===== src/rtl/fetch_sequencer_pkg.sv =====
// Shared fetch-stage constants, FSM encoding and queue entry layout.
package fetch_pkg;

    localparam int         FETCH_ADDR_W  = 8;
    localparam int         FETCH_INSTR_W = 8;
    localparam logic [1:0] OPC_JUMP      = 2'b11;
    localparam logic [7:0] HALT_INSTR    = 8'hFF;

    typedef enum logic [1:0] {IDLE, PEND, HALT} fetch_state_e;

    typedef struct packed {
        logic [FETCH_ADDR_W-1:0]  pc;
        logic [FETCH_INSTR_W-1:0] instr;
    } fetch_entry_t;

endpackage


===== src/rtl/fetch_sequencer_if.sv =====
// Fetch-stage bus: instruction memory port, redirect input and decode handshake.
interface fetch_sequencer_if #(
    parameter int ADDR_W  = 8,
    parameter int INSTR_W = 8
);
    logic               imem_en;
    logic [ADDR_W-1:0]  imem_addr;
    logic [INSTR_W-1:0] imem_rdata;
    logic               redirect_valid;
    logic [ADDR_W-1:0]  redirect_pc;
    logic               out_valid;
    logic               out_ready;
    logic [INSTR_W-1:0] out_instr;
    logic [ADDR_W-1:0]  out_pc;
    logic               halted;

    modport master (
        output imem_en, imem_addr, out_valid, out_instr, out_pc, halted,
        input  imem_rdata, redirect_valid, redirect_pc, out_ready
    );

    modport slave (
        input  imem_en, imem_addr, out_valid, out_instr, out_pc, halted,
        output imem_rdata, redirect_valid, redirect_pc, out_ready
    );
endinterface


===== src/rtl/fetch_sequencer_queue.sv =====
// Small power-of-two FIFO of fetched {pc, instr}; head is read straight from storage.
module fetch_queue
    import fetch_pkg::*;
#(
    parameter type entry_t = fetch_entry_t,
    parameter int  DEPTH   = 2,
    localparam int PTR_W   = $clog2(DEPTH),
    localparam int CNT_W   = PTR_W + 1
) (
    input  logic             clk,
    input  logic             rst,
    input  logic             i_push,
    input  logic             i_pop,
    input  logic             i_flush,
    input  entry_t           i_data,
    output entry_t           o_head,
    output logic             o_valid,
    output logic [CNT_W-1:0] o_count
);

    entry_t           r_mem [DEPTH];
    logic [PTR_W-1:0] r_rd;
    logic [PTR_W-1:0] r_wr;
    logic [CNT_W-1:0] r_count;
    logic             w_pop;

    assign w_pop   = i_pop && (r_count != '0);
    assign o_head  = r_mem[r_rd];
    assign o_valid = (r_count != '0);
    assign o_count = r_count;

    always_ff @(posedge clk or posedge rst) begin
        if (rst) begin
            for (int i = 0; i < DEPTH; i++) r_mem[i] <= '0;
            r_rd    <= '0;
            r_wr    <= '0;
            r_count <= '0;
        end else if (i_flush) begin
            r_rd    <= '0;
            r_wr    <= '0;
            r_count <= '0;
        end else begin
            if (i_push) begin
                r_mem[r_wr] <= i_data;
                r_wr        <= r_wr + PTR_W'(1);
            end
            if (w_pop) r_rd <= r_rd + PTR_W'(1);
            r_count <= r_count + CNT_W'(i_push) - CNT_W'(w_pop);
        end
    end

endmodule


===== src/rtl/fetch_sequencer.sv =====
// Fetch sequencer: one imem read per cycle, zero-bubble PC-relative jumps,
// halt on jump-to-self, external redirect flush, buffered output to decode.
module fetch_sequencer
    import fetch_pkg::*;
#(
    parameter int ADDR_W      = FETCH_ADDR_W,
    parameter int INSTR_W     = FETCH_INSTR_W,
    parameter int QUEUE_DEPTH = 2
) (
    input  logic clk,
    input  logic reset,
    fetch_sequencer_if.master bus
);

    localparam int CNT_W = $clog2(QUEUE_DEPTH) + 1;
    localparam int OCC_W = CNT_W + 1;

    typedef struct packed {
        logic [ADDR_W-1:0]  pc;
        logic [INSTR_W-1:0] instr;
    } entry_t;

    fetch_state_e      r_state;
    logic [ADDR_W-1:0] r_addr;
    logic [ADDR_W-1:0] r_next_pc;
    logic              r_halted;

    logic              w_resp, w_push, w_pop, w_valid, w_room;
    logic              w_jump, w_halt, w_issue;
    logic [ADDR_W-1:0] w_off, w_tgt, w_issue_addr;
    logic [CNT_W-1:0]  w_count;
    logic [OCC_W-1:0]  w_occ;
    entry_t            w_head, w_in;

    // r_addr is the address of the read in flight while PEND, else the last one issued.
    assign w_resp = (r_state == PEND);
    assign w_jump = (bus.imem_rdata[INSTR_W-1 -: 2] == OPC_JUMP);
    assign w_halt = (bus.imem_rdata == INSTR_W'(HALT_INSTR));
    assign w_off  = ADDR_W'($signed(bus.imem_rdata[INSTR_W-3:0]));
    assign w_tgt  = r_addr + ADDR_W'(1) + (w_jump ? w_off : '0);

    assign w_push = w_resp && !bus.redirect_valid;
    assign w_pop  = w_valid && bus.out_ready;
    assign w_in   = '{pc: r_addr, instr: bus.imem_rdata};

    // One free slot after this cycle is kept for the data of the read issued now.
    assign w_occ  = OCC_W'(w_count) + OCC_W'(w_push) - OCC_W'(w_pop);
    assign w_room = (w_occ < OCC_W'(QUEUE_DEPTH));

    always_comb begin
        w_issue      = 1'b0;
        w_issue_addr = r_next_pc;
        if (reset) begin
            w_issue = 1'b0;
        end else if (bus.redirect_valid) begin
            w_issue      = 1'b1;
            w_issue_addr = bus.redirect_pc;
        end else begin
            case (r_state)
                IDLE: w_issue = w_room;
                PEND: begin
                    w_issue      = w_room && !w_halt;
                    w_issue_addr = w_tgt;
                end
                default: w_issue = 1'b0;
            endcase
        end
    end

    always_ff @(posedge clk or posedge reset) begin
        if (reset) begin
            r_state   <= IDLE;
            r_addr    <= '0;
            r_next_pc <= '0;
            r_halted  <= 1'b0;
        end else if (bus.redirect_valid) begin
            r_state  <= PEND;
            r_addr   <= bus.redirect_pc;
            r_halted <= 1'b0;
        end else begin
            case (r_state)
                IDLE: if (w_issue) begin
                    r_state <= PEND;
                    r_addr  <= w_issue_addr;
                end
                PEND: if (w_halt) begin
                    r_state  <= HALT;
                    r_halted <= 1'b1;
                end else if (w_issue) begin
                    r_addr <= w_tgt;
                end else begin
                    r_state   <= IDLE;
                    r_next_pc <= w_tgt;
                end
                HALT: r_state <= HALT;
                default: r_state <= IDLE;
            endcase
        end
    end

    fetch_queue #(
        .entry_t (entry_t),
        .DEPTH   (QUEUE_DEPTH)
    ) u_queue (
        .clk     (clk),
        .rst     (reset),
        .i_push  (w_push),
        .i_pop   (w_pop),
        .i_flush (bus.redirect_valid),
        .i_data  (w_in),
        .o_head  (w_head),
        .o_valid (w_valid),
        .o_count (w_count)
    );

    assign bus.imem_en   = w_issue;
    assign bus.imem_addr = w_issue ? w_issue_addr : r_addr;
    assign bus.out_valid = w_valid;
    assign bus.out_pc    = w_head.pc;
    assign bus.out_instr = w_head.instr;
    assign bus.halted    = r_halted;

endmodule


===== src/flat_wrapper.sv =====
// flat-port wrapper written by rule: the top's interface ports become plain ports
module fetch_sequencer_flat import fetch_pkg::*;
#(
    parameter int ADDR_W      = FETCH_ADDR_W,
    parameter int INSTR_W     = FETCH_INSTR_W,
    parameter int QUEUE_DEPTH = 2
)
  (clk, reset, bus_imem_en, bus_imem_addr, bus_out_valid, bus_out_instr, bus_out_pc, bus_halted, bus_imem_rdata, bus_redirect_valid, bus_redirect_pc, bus_out_ready);
  fetch_sequencer_if #(.ADDR_W(ADDR_W), .INSTR_W(INSTR_W)) bus_i ();
  input  logic clk;
  input  logic reset;
  output wire logic [$bits(bus_i.imem_en)-1:0] bus_imem_en;
  output wire logic [$bits(bus_i.imem_addr)-1:0] bus_imem_addr;
  output wire logic [$bits(bus_i.out_valid)-1:0] bus_out_valid;
  output wire logic [$bits(bus_i.out_instr)-1:0] bus_out_instr;
  output wire logic [$bits(bus_i.out_pc)-1:0] bus_out_pc;
  output wire logic [$bits(bus_i.halted)-1:0] bus_halted;
  input wire logic [$bits(bus_i.imem_rdata)-1:0] bus_imem_rdata;
  input wire logic [$bits(bus_i.redirect_valid)-1:0] bus_redirect_valid;
  input wire logic [$bits(bus_i.redirect_pc)-1:0] bus_redirect_pc;
  input wire logic [$bits(bus_i.out_ready)-1:0] bus_out_ready;
  assign bus_imem_en = bus_i.imem_en;
  assign bus_imem_addr = bus_i.imem_addr;
  assign bus_out_valid = bus_i.out_valid;
  assign bus_out_instr = bus_i.out_instr;
  assign bus_out_pc = bus_i.out_pc;
  assign bus_halted = bus_i.halted;
  assign bus_i.imem_rdata = bus_imem_rdata;
  assign bus_i.redirect_valid = bus_redirect_valid;
  assign bus_i.redirect_pc = bus_redirect_pc;
  assign bus_i.out_ready = bus_out_ready;
  fetch_sequencer #(.ADDR_W(ADDR_W), .INSTR_W(INSTR_W), .QUEUE_DEPTH(QUEUE_DEPTH)) u_core (.clk(clk), .reset(reset), .bus(bus_i));
endmodule

===== config.mk =====
export PLATFORM = sky130hd
export DESIGN_NAME = fetch_sequencer_flat
export DESIGN_NICKNAME = d
export VERILOG_FILES = /design/src/rtl/fetch_sequencer_pkg.sv /design/src/rtl/fetch_sequencer_if.sv /design/src/rtl/fetch_sequencer_queue.sv /design/src/rtl/fetch_sequencer.sv /design/src/flat_wrapper.sv
export SDC_FILE = /design/constraint.sdc
export NUM_CORES = 1
export LEC_CHECK = 0
export CORE_ASPECT_RATIO = 1.4
export CORE_MARGIN = 3
export CORE_UTILIZATION = 39
export DETAILED_ROUTE_END_ITERATION = 8
export GPL_TIMING_DRIVEN = 0
export PLACE_DENSITY = 0.58
export SETUP_SLACK_MARGIN = 0.2
export SLEW_MARGIN = 20
export SYNTH_ARGS = -nofsm -noshare
export SYNTH_HDL_FRONTEND = slang
export SYNTH_SLANG_ARGS = --single-unit

===== constraint.sdc =====
create_clock -name clk -period 4.6 [get_ports clk]
set_input_delay 0.69 -clock clk [delete_from_list [all_inputs] [get_ports clk]]
set_output_delay 0.69 -clock clk [all_outputs]
set_load 0.02 [all_outputs]

After elaboration in Yosys (flattened, before gate mapping)
Cells that the tools add are included.

Add/subtract/negate cells: 8. $mul: 0. Divide/modulo/power cells: 0. Order comparisons: 4. Eq/ne operators: 8. Shifts and indexed selects: 0. Muxes and demuxes: 31. Bitwise operators: 5. Reduce and logical (&&, ||, !) cells: 19.

Operators by type and width (number): $mux 16 (4); $mux 8 (8); $bwmux 32 (1); $demux 16 s1 (1); $pmux 8 s2 (1); $mux 2 (5); $reduce_bool 2->1 (5); $mux 1 (9); $ne 3x3->1 const B (3); $add 8x1->8 const B (1); $add 8x8->8 (1); $eq 8x8->1 const B (1); $pmux 2 s3 (1); $reduce_and 2->1 (3); $logic_and 1x1->1 (5); $eq 2x2->1 const B (2); $ge 2x2->1 const B (2); $ne 4x4->1 const B (1); $not 1->2 (2); $reduce_and 4->1 (1); $add 2x1->3 (1); $lt 3x2->1 const B (1); $not 1->1 (3); $reduce_and 3->1 (1); 10 further kinds (12).

Flip-flop bits (word level): 55. Bits in latches: 0. Bits in writable memories: 0. Bits in read-only memories: 0. Input bits: 20. Output and inout bits: 27. Word-level logic and storage cells: 86. Memories kept: 0.

Longest topological paths before layout
Gate-level depths: netlist of run 1.

Word-level depth: 13. Depth in mapped cells: 14. Gate-level depth less buffers: 12.

By module
Synthesis of run 1 repeated with hierarchy kept, for this count alone.

Cell total of the unflattened synthesis: 314. Area total of the unflattened synthesis: 3349.5 sq um.

By module, submodules not included: fetch_sequencer (times used 1, cells an instance 209, area each 1724.2 sq um, sequential area each 475.5 sq um); fetch_queue (times used 1, cells an instance 105, area each 1625.3 sq um, sequential area each 900.9 sq um).

Worst setup path before layout of run 1
No wires, ideal clock.

Kind: input to output. From: input bus_redirect_valid. To: output bus_imem_addr[3]. Arrival time: 3.293 ns. Data required time: 3.910 ns. Setup slack: 0.617 ns. Stages on the path: 12. Path buffers: 3. Cells stage by stage: or3b_1 -> buf_2 -> inv_2 -> nand2_1 -> fa_1 -> xor2_1 -> nor4b_2 -> a22o_1 -> buf_2 -> buf_2 -> nor2_1 -> a31oi_1.

Word-level cells in the longest chain between the ends: 10.

Ends and longest elaborated chain: start, declared (line flat_wrapper.sv:19) `input wire logic [$bits(bus_i.redirect_valid)-1:0] bus_redirect_valid;`; $logic_not 1->1 (line fetch_sequencer.sv:42) `assign w_push = w_resp && !bus.redirect_valid;`; $logic_and 1x1->1 (line fetch_sequencer.sv:42); $add 2x1->3 (line fetch_sequencer.sv:47) `assign w_occ = OCC_W'(w_count) + OCC_W'(w_push) - OCC_W'(w_pop);`; $sub 3x1->3 (line fetch_sequencer.sv:47); $lt 3x2->1 (line fetch_sequencer.sv:48) `assign w_room = (w_occ < OCC_W'(QUEUE_DEPTH));`; $logic_and 1x1->1 (line fetch_sequencer.sv:62) `w_issue = w_room && !w_halt;`; $pmux 1 s2 (line fetch_sequencer.sv:59) `case (r_state)`; $mux 1 (*) (line fetch_sequencer.sv:55) `end else if (bus.redirect_valid) begin`; $mux 1 (*) (line fetch_sequencer.sv:53) `if (reset) begin`; via bus_imem_en (line flat_wrapper.sv:12) `output wire logic [$bits(bus_i.imem_en)-1:0] bus_imem_en;`; $mux 8 (*); end, declared (line flat_wrapper.sv:13) `output wire logic [$bits(bus_i.imem_addr)-1:0] bus_imem_addr;`.

The timed path passes the listed nets; every way through them passes the cells marked *.

Final worst setup path of run 1
From: input bus_redirect_valid. To: output bus_imem_addr[0].

Word-level cells in the longest chain between the ends: 10.

Ends and longest elaborated chain (line): $logic_not 1->1 (fetch_sequencer.sv:42); $logic_and 1x1->1 (fetch_sequencer.sv:42); $add 2x1->3 (fetch_sequencer.sv:47); $sub 3x1->3 (fetch_sequencer.sv:47); $lt 3x2->1 (fetch_sequencer.sv:48); $logic_and 1x1->1 (fetch_sequencer.sv:62); $pmux 1 s2 (fetch_sequencer.sv:59); $mux 1 (fetch_sequencer.sv:55); $mux 1 (fetch_sequencer.sv:53); $mux 8 (*).

Every way passes the cells marked *; elsewhere a longest branch is shown, timed or not.

==> summary.md, run 1 <==
| Metric | Value |
|---|---|
| Starting density of the core | `40.5%` |
| Drt wl/cell | `17.3 um` |
| CP Launch Type | `input port` |
| Post-synth top area cell | `dfrtp_1` |
| CTS tree | `yes` |
| TritonCTS Buffers | `5` |
| Slew Viols, Final | `0` |
| Filler cells | `710` |
| Post-Syn Instances | `275` |
| Final core utilization | `50.5%` |
| Iter 0 DRT Violations | `103` |
| CP endpoint kind | `primary output` |
| Multiplexer share of the synthesized area | `18.7%` |
| GPL Wtd Cong | `0.889` |
| Synth Area in Simple Gates | `10.6%` |
| Final HPWL DP | `5380 um` |
| Fin. Hold Viols | `0` |
| Vias in the first global route | `2,374` |
| Die height | `110 um` |
| H-tree Lvls | `2` |
| # hold bufs at CTS | `0` |
| Setup Skew | `17.1 ps` |
| Total of warnings raised by yosys | `0` |
| CTS max path bufs | `2` |
| Row cnt | `37` |
| Synth Register Bits | `55` |
| Die area | `0.00884 mm^2` |
| CTS clock-pin slew for the worst setup and hold paths | `100 ps` |
| Yosys cell types | `45` |
| RSZ-0062 raised after global routing | `false` |
| Total grt overflow | `0` |
| Max Cap Viol | `0` |
| Port buffer count | `46` |
| Asr flop ratio synth | `100%` |
| CP Data Required Time | `3910 ps` |
| Vias post-DR | `2,292` |
| Largest net degree at the start of global routing | `56` |
| Fin crit share | `92.4%` |
| Syn_nets | `307` |
| Root buffer cell | `clkbuf_8` |
| EDFF count, synth | `0` |
| Top FF cell, synth | `dfrtp_1` |
| Share of cells above drive strength 1 | `22.4%` |
| Area share of fa/ha/maj cells after synthesis | `5.48%` |
| Core box area | `0.00745 mm^2` |
| Setup CP Type | `in2out` |
| Fmax | `235 MHz` |
| Post-Synth XOR/XNOR Area | `2.32%` |
| Sequential share of the synthesized area | `45.6%` |
| Die width | `80.3 um` |
| # clock sinks | `55` |
| Drt drc | `0` |
| Detailed-route wire length | `7420 um` |
| Hold crit path type | `reg2reg` |
| Placement Setup Slack | `-572 ps` |
| Tmin final | `4250 ps` |
| Register Area | `0.00138 mm^2` |
| First-pass GRT wire length | `12,200 um` |
| I/O pins | `47` |
| Least-Margin Pin Slew | `960 ps` |
| Total inserted antenna cells | `0` |
| Final setup vio count | `0` |
| Global-route usage over all layers | `18.0%` |
| Area Growth Syn to Fin | `24.9%` |
| Post-route ant nets | `0` |
| NumNets Final | `362` |
| Status | `finished clean` |
| Power Dens Cells | `726 mW/mm^2` |
| Power, Total | `2730 uW` |
| DR pass1 iterations | `4` |
| Multi-input logic area | `0.00154 mm^2` |
| Clk_lat worst skew | `320 ps` |
| Max VDD drop | `314 uV` |
| Via-per-instance ratio | `5.36` |
| Netlist area before placement | `0.00302 mm^2` |
| Final WS setup | `349 ps` |
| CP max FO | `10` |
| Worst Path Arrival | `3560 ps` |
| Syn_area_per_cell | `11.0 um^2` |
| Largest family of logic cells by synthesized area | `multiplexers` |
| Leakage | `0.00165 uW` |
| Synth top area cells | `dfrtp_1 46%, mux2_2 19%, ha_1 4.1%` |
| Max transition margin | `35.6%` |
| Antenna violations before repair | `0` |
| Top cell type's share of synthesized area | `45.6%` |
| Synth Area in Compound Gates | `13.6%` |
[repair_timing]
| action | in CTS | in global routing |
|---|---|---|
| buffers inserted | 1 | 0 |
| setup endpoints to repair | 9 | 8 |
| pin swaps | 1 | 2 |
| resized for setup | 24 | 10 |
| endpoints found under the hold margin | 0 | 0 |
[placed cells by master, fill, tap and decap left out, types with 2 or more instances in the layout]
master,count
a22oi_1,5
mux2_2,50
o22ai_1,3
a211oi_1,3
nand3b_1,2
and3_1,5
a22o_1,3
xor2_1,2
a21oi_1,10
dlygate4sd2_1,4
nand2b_1,2
o22a_1,2
a31oi_1,5
clkbuf_1,7
clkbuf_2,2
nor2b_1,2
buf_4,6
or3_1,2
clkbuf_8,6
and2_1,3
inv_1,10
buf_6,2
fa_1,2
o21ai_0,15
nor2_1,14
a21o_1,6
dfrtp_1,55
nand3_1,4
ha_1,10
clkdlybuf4s50_1,37
xnor2_1,6
a21boi_0,3
nand2_1,22
[final timing paths]
check / from / end / slack, ps / cells after the start
setup / recovery: bus_redirect_valid / bus_imem_addr[0] / 350 / 13
hold / removal: u_core.u_queue.r_mem[23] / u_core.u_queue.r_mem[23] / 510 / 1
setup reg to reg: u_core.r_state[1] / u_core.r_addr[3] / 1310 / 10
hold reg to reg: u_core.u_queue.r_mem[23] / u_core.u_queue.r_mem[23] / 510 / 1
max in group asynchronous: reset / u_core.r_addr[3] / 3360 / 3
min in group asynchronous: reset / u_core.u_queue.o_count[0] / 760 / 2
[cell type report]
cell class	instances	share of cell area (%)
clock buffer	6	2.19
tap	97	3.22
multi-input combinational	195	40.8
timing repair buffer	48	12.6
clock inverter	2	0.931
sequential	55	36.6
inverter	12	1.40
buffer	13	2.29
[registers in the layout, indices dropped and copies added, names as in the netlist]
name and flops:
u_core.r_state 2, u_core.u_queue.r_mem 32, u_core.r_next_pc 8, u_core.r_addr 8, u_core.u_queue.o_count 2, u_core.u_queue.r_wr 1
u_core.bus.halted 1, u_core.u_queue.r_rd 1
[kinds of logic (layout without fill, tap and decap cells)]
group                      count (synthesis)  in the layout
AOI/OAI and AO/OA                         62             62
xor gates and xnor gates                   8              8
adders and majority gates                 12             12
buffers and inverters                     25             81
DFF                                       55             55
muxes                                     50             50
and+or+nand+nor                           63             63
[metal layers]
| layer | share of wire, % | track usage [%] |
|---|---|---|
| met1 | 43 | 22.8 |
| met2 | 51 | 31.4 |
| met3 | 4.3 | 3.09 |
| met4 | 1.6 | 5.56 |
| met5 | 0 | 0 |
[cell usage after synthesis (all sizes together) (2+ instances only)]
cell / n
a211oi: 3
a21boi: 3
a21o: 6
a21oi: 10
a22o: 3
a22oi: 5
a31oi: 5
and2: 3
and3: 5
buf: 6
clkbuf: 7
dfrtp: 55
fa: 2
ha: 10
inv: 12
mux2: 50
nand2: 22
nand2b: 2
nand3: 4
nand3b: 2
nor2: 15
nor2b: 2
o21ai: 15
o22a: 2
o22ai: 3
or3: 2
xnor2: 6
xor2: 2
[metrics by stage]
stage	hold slack, ps	setup TNS [ps]	cell area, um^2	cells
floorplan	460	0	3020	275
global placement	483	-5410	3600	418
detailed placement	492	-3680	3630	419
CTS	515	0	3770	428
global route	529	0	3760	428
finish	512	0	3760	428
[where the power goes]
part	internal (uW)	switching, uW	total [uW]
sequential	710	152	862
clock	177	166	342
combinational	760	769	1530
[critical path, stage by stage]
cell and delay, ps:
clkdlybuf4s50_1 410, or3b_1 370, buf_4 190, inv_6 110, nand2_1 80, fa_1 380
xor2_1 250, nor4b_4 80, a22o_1 220, buf_6 140, buf_8 140, a31oi_1 150
dlygate4sd2_1 350
No activity file was read; power rests on OpenSTA's default activity.
==> run 2: changes to the inputs <==
- CORE_ASPECT_RATIO: 1.4 -> 0.5
- CORE_MARGIN: 3 -> 10
- GPL_TIMING_DRIVEN: 0 -> 1
==> run 2 against run 1 <==
Clock power rose by 43%. Count of clock-buffer cells in the layout fell by 1. Critical path depth did not move. Largest cell class unchanged.
==> summary.md, run 2 (synthesis gave the netlist of run 1 again) <==
| Metric | Value |
|---|---|
| Clk_lat worst skew | `290 ps (-30 ps)` |
| CP max FO | `10 (unchanged)` |
| Status | `finished clean` |
| Fin. Hold Viols | `0 (unchanged)` |
| Drt drc | `0 (unchanged)` |
| Die area | `0.0119 mm^2 (+34%)` |
| Detailed-route wire length | `7920 um (+6.7%)` |
| Multi-input logic area | `0.00153 mm^2 (-0.57%)` |
| Slew Viols, Final | `0 (unchanged)` |
| CTS tree | `yes` |
| Kind of cell adding the most delay to the critical path | `buffers and inverters` |
| CP peak stage delay | `450 ps (+40 ps)` |
| Vias post-DR | `2,291 (-0.044%)` |
| Worst path cell trace | `clkdlybuf4s50_1, and2_1, ha_1, inv_1, nand2_1, fa_1, xor2_1, nor4b_2, a22o_1, buf_4, nor2_1, a31oi_1, dlygate4sd2_1` |
| Worst Path Arrival | `3510 ps (-50 ps)` |
| Die height | `82.2 um (-25%)` |
| Port buffer count | `46 (unchanged)` |
| Max transition margin | `39.0% (+3.4 points)` |
| Post-route cell area | `0.00379 mm^2 (+0.70%)` |
| Antenna violations before repair | `0 (unchanged)` |
| CTS clock-pin slew for the worst setup and hold paths | `70 ps (-30 ps)` |
| Hold crit path type | `reg2reg` |
| Biggest regs | `u_core.u_queue.r_mem x32, u_core.r_addr x8, u_core.r_next_pc x8` |
| Die width | `144 um (+80%)` |
| Final WS setup | `396 ps (+47.0 ps)` |
| # clock sinks | `55 (unchanged)` |
| Max Cap Viol | `0 (unchanged)` |
| Placement Setup Slack | `93.9 ps (+666 ps)` |
| I/O pins | `47 (unchanged)` |
| Via-per-instance ratio | `5.44 (+1.6%)` |
| Global-route usage over all layers | `13.8% (-4.2 points)` |
| Commonest cells after routing, fill and taps aside | `55 x dfrtp_1, 50 x mux2_2, 36 x clkdlybuf4s50_1` |
| Bufs and invs on worst path | `4 (-2)` |
| CP Data Required Time | `3910 ps (about the same)` |
| Final core utilization | `51.0% (+0.50 points)` |
| Drt wl/cell | `18.8 um (+8.5%)` |
| H-tree Lvls | `2 (unchanged)` |
| Largest net degree at the start of global routing | `56 (unchanged)` |
| Root buffer cell | `clkbuf_16` |
| Fmax | `238 MHz (+1.1%)` |
| Fin crit share | `91.4% (-1.0 points)` |
| Register Area | `0.00138 mm^2 (unchanged)` |
| Share of cells above drive strength 1 | `21.8% (-0.51 points)` |
| CP endpoint kind | `primary output` |
| Max VDD drop | `321 uV (+2.2%)` |
| CTS max path bufs | `2 (unchanged)` |
| Commonest non-fill, non-tap cell in the layout | `dfrtp_1` |
| GPL Wtd Cong | `0.864 (-2.8%)` |
| Core box area | `0.00743 mm^2 (-0.29%)` |
| Leakage | `0.00170 uW (+2.6%)` |
| Setup_tns | `0 ps (unchanged)` |
| Least-Margin Pin Slew | `914 ps (-45.6 ps)` |
| Iter 0 DRT Violations | `239 (+130%)` |
| Final HPWL DP | `5850 um (+8.8%)` |
| TritonCTS Buffers | `5 (unchanged)` |
| NumNets Final | `356 (-1.7%)` |
| Total grt overflow | `0 (unchanged)` |
| Power Dens Cells | `759 mW/mm^2 (+4.6%)` |
| Row cnt | `22 (-41%)` |
| Starting density of the core | `40.6% (+0.12 points)` |
| Largest Register | `u_core.u_queue.r_mem` |
| Area Growth Syn to Fin | `25.7%` |
| CP Launch Type | `input port` |
| Setup CP Type | `in2out` |
| RSZ-0062 raised after global routing | `false` |
| First-pass GRT wire length | `12,800 um (+4.9%)` |
| DR pass1 iterations | `4 (unchanged)` |
| Total inserted antenna cells | `0 (unchanged)` |
| Worst path slowest cell | `clkdlybuf4s50_1` |
| Post-route ant nets | `0 (unchanged)` |
| Setup Skew | `5.90 ps (-11.2 ps)` |
| Vias in the first global route | `2,455 (+3.4%)` |
| Tmin final | `4200 ps (-47.0 ps)` |
| Postcts setup bufs | `0 (-1)` |
| Placed cell areas | `0.00360 mm^2 (-0.86%)` |
| Filler cells | `659 (-7.2%)` |
| Max reg flops | `32 (unchanged)` |
| Final setup vio count | `0 (unchanged)` |
run 2: worst paths after layout:
kind	slack, ps	depth (start not counted)	from	endpoint
min in group asynchronous	1100	3	reset	u_core.r_addr[3]
worst min-delay path	510	1	u_core.u_queue.r_mem[10]	u_core.u_queue.r_mem[10]
max in group asynchronous	3010	3	reset	u_core.u_queue.r_mem[6]
worst max-delay path	400	13	bus_out_ready	bus_imem_addr[1]
worst max register to register	1440	12	u_core.u_queue.o_count[1]	u_core.r_next_pc[3]
worst min register to register	510	1	u_core.u_queue.r_mem[10]	u_core.u_queue.r_mem[10]
run 2: layer usage:
metal / up-vias / part of all wire (%) / global-route usage (%)
met3: 2 / 5.6 / 3.08
met1: 1131 / 49 / 18.6
met4: 0 / 0.50 / 3.61
met2: 67 / 45 / 22.2
met5: - / 0 / 0
li1: 1091 / - / -
run 2: final cells by class:
| type | count | share of cell area (%) |
|---|---|---|
| Timing Repair Buffer | 55 | 14.0 |
| Tap cell | 96 | 3.17 |
| Sequential cell | 55 | 36.3 |
| Clock inverter | 3 | 1.78 |
| Multi-Input combinational cell | 195 | 40.3 |
| Inverter | 12 | 1.19 |
| Clock buffer | 5 | 3.30 |
run 2: stage by stage:
| stage | cells | power [uW] | hold WS, ps |
|---|---|---|---|
| 6_report | 421 | 2880 | 507 |
| 3_3_place_gp | 413 | 2400 | 477 |
| 5_1_grt | 421 | 3080 | 515 |
| 4_1_cts | 421 | 2910 | 509 |
| 2_1_floorplan | 275 | 1840 | 460 |
| 3_5_place_dp | 413 | 2450 | 493 |
run 2: what timing repair did:
item,4_1_cts,5_1_grt
pin swaps,0,0
resized for setup,6,4
setup endpoints to repair,6,2
hold buffers,0,0
run 2: where the power goes:
group | internal, uW | leakage [uW] | switching [uW]
logic | 743 | 0.000931 | 747
registers | 710 | 0.000674 | 187
clock network | 312 | 0.0000900 | 178
==> run 3: changes to the inputs <==
- clock period: 4.6 -> 5.2 ns (I/O delays scaled with it)
==> run 3 against run 2 <==
Highest routed layer unchanged. First-iteration DRC count shrank 7.5%. Combinational power down 9%. Clock power fell by 30%. Critical endpoint unchanged.
==> summary.md, run 3 (synthesis gave the netlist of run 1 again) <==
| Metric | Value |
|---|---|
| Root buffer cell | `clkbuf_16` |
| Die area | `0.0119 mm^2 (unchanged)` |
| Leakage | `0.00164 uW (-3.5%)` |
| Drt drc | `0 (unchanged)` |
| RSZ-0062 raised after global routing | `false` |
| Power, Total | `2490 uW (-14%)` |
| Worst path slowest cell | `clkdlybuf4s50_1` |
| CP Launch Type | `input port` |
| Core box area | `0.00743 mm^2 (unchanged)` |
| Setup Skew | `5.52 ps (-0.382 ps)` |
| I/O pins | `47 (unchanged)` |
| Total inserted antenna cells | `0 (unchanged)` |
| Biggest regs | `u_core.u_queue.r_mem x32, u_core.r_addr x8, u_core.r_next_pc x8` |
| # hold bufs at CTS | `0 (unchanged)` |
| CTS max path bufs | `2 (unchanged)` |
| Starting density of the core | `40.6% (unchanged)` |
| Max reg flops | `32 (unchanged)` |
| Commonest non-fill, non-tap cell in the layout | `dfrtp_1` |
| Commonest cells after routing, fill and taps aside | `55 x dfrtp_1, 50 x mux2_2, 46 x clkdlybuf4s50_1` |
| Slew Viols, Final | `0 (unchanged)` |
| CP peak stage delay | `650 ps (+200 ps)` |
| Total grt overflow | `0 (unchanged)` |
| Max VDD drop | `212 uV (-34%)` |
| Filler cells | `681 (+3.3%)` |
| Row cnt | `22 (unchanged)` |
| Clk_lat worst skew | `300 ps (about the same)` |
| Port buffer count | `46 (unchanged)` |
| Detailed-route wire length | `7840 um (-1.1%)` |
| NumNets Final | `355 (-0.28%)` |
| Die height | `82.2 um (unchanged)` |
| Tmin final | `4690 ps` |
| CTS clock-pin slew for the worst setup and hold paths | `70 ps (about the same)` |
| Via-per-instance ratio | `5.51 (+1.3%)` |
| Bufs and invs on worst path | `4 (unchanged)` |
| Status | `finished clean` |
| Kind of cell adding the most delay to the critical path | `buffers and inverters` |
| Largest Register | `u_core.u_queue.r_mem` |
| Iter 0 DRT Violations | `221 (-7.5%)` |
| Fmax | `213 MHz` |
| Postcts setup bufs | `0 (unchanged)` |
| Final setup vio count | `0 (unchanged)` |
| Post-CTS sizing | `0 (-6)` |
| Hold crit path type | `reg2reg` |
| H-tree Lvls | `2 (unchanged)` |
| # clock sinks | `55 (unchanged)` |
| Worst path most repeated cell | `clkdlybuf4s50_1` |
| Placed cell areas | `0.00359 mm^2 (-0.21%)` |
| Vias in the first global route | `2,331 (-5.1%)` |
| Vias post-DR | `2,316 (+1.1%)` |
| CP max FO | `10 (unchanged)` |
| CP endpoint kind | `primary output` |
| Power Dens Cells | `664 mW/mm^2 (-13%)` |
| First-pass GRT wire length | `12,600 um (-1.6%)` |
| DR pass1 iterations | `4 (unchanged)` |
| TritonCTS Buffers | `5 (unchanged)` |
| Worst Path Arrival | `3910 ps (+400 ps)` |
| Max transition margin | `30.6% (-8.4 points)` |
| Die width | `144 um (unchanged)` |
| GPL Wtd Cong | `0.819 (-5.3%)` |
| Final HPWL DP | `5750 um (-1.7%)` |
| Global-route usage over all layers | `13.7% (-0.12 points)` |
| Max Cap Viol | `0 (unchanged)` |
| Largest net degree at the start of global routing | `56 (unchanged)` |
| Setup_tns | `0 ps (unchanged)` |
| Area Growth Syn to Fin | `24.2%` |
| Antenna violations before repair | `0 (unchanged)` |
| Share of cells above drive strength 1 | `21.6% (-0.24 points)` |
| Post-route cell area | `0.00374 mm^2 (-1.2%)` |
| Setup CP Type | `in2out` |
| Post-route ant nets | `0 (unchanged)` |
| Least-Margin Pin Slew | `1030 ps (+121 ps)` |
| Fin crit share | `90.2%` |
| Drt wl/cell | `18.7 um (-0.85%)` |
| Worst path cell trace | `clkdlybuf4s50_1, and2_1, ha_1, inv_1, nand2_1, fa_1, xor2_1, nor4b_4, a22o_1, buf_4, nor2_1, a31oi_1, clkdlybuf4s50_1` |
| Fin. Hold Viols | `0 (unchanged)` |
| CTS tree | `yes` |
| CP Data Required Time | `4420 ps (+510 ps)` |
-- run 3: through the flow --
stage | instances | hold WS (ps) | setup WS (ps) | utilization, %
after global placement | 412 | 481 | 529 | 48.3
after CTS | 420 | 508 | 418 | 50.3
after detailed placement | 412 | 491 | 439 | 48.3
after global routing | 420 | 517 | 323 | 50.4
final | 420 | 505 | 512 | 50.4
after floorplan | 275 | 460 | 1040 | -
-- run 3: final cells by class --
| cell class | count | area (um^2) | area share, % |
|---|---|---|---|
| sequential | 55 | 1380 | 36.8 |
| timing repair buffer | 54 | 520 | 13.9 |
| tap | 96 | 120 | 3.21 |
| clock buffer | 5 | 125 | 3.34 |
| inverter | 12 | 45.0 | 1.20 |
| multi-input combinational | 195 | 1540 | 41.0 |
| clock inverter | 3 | 22.5 | 0.601 |
-- run 3: power by group --
group          internal (uW)  switching, uW  leakage, uW
Combinational            687            663     0.000887
Clock                    181            161    0.0000742
Sequential               628            167     0.000674
Total                   1500            990      0.00164
-- run 3: path summary, 6_finish.rpt --
path | start | end | slack (ps) | cells after the start
worst min-delay path | u_core.u_queue.r_mem[24] | u_core.u_queue.r_mem[24] | 510 | 1
min in group asynchronous | reset | u_core.u_queue.o_count[0] | 1200 | 3
worst max register to register | u_core.u_queue.o_count[1] | u_core.r_addr[2] | 2120 | 11
max in group asynchronous | reset | u_core.u_queue.r_mem[3] | 3530 | 3
worst max-delay path | bus_out_ready | bus_imem_addr[1] | 510 | 13
worst min register to register | u_core.u_queue.r_mem[24] | u_core.u_queue.r_mem[24] | 510 | 1
-- run 3: per-layer routing --
metal,track usage [%],share of wire (%),vias to the layer above
met5,0,0,-
met4,4.71,0.70,0
met3,4.10,7.1,4
met2,19.6,44,63
met1,19.3,48,1161
li1,-,-,1088
-- run 3: worst register-to-register path, cell delays in order (launching register included) --
cell	delay, ps
dfrtp_1	420
inv_1	90
nand2_1	60
and2_1	180
ha_1	270
inv_1	80
nand2_1	60
fa_1	370
xor2_1	220
nor4b_4	90
a211oi_1	840
o21ai_0	230
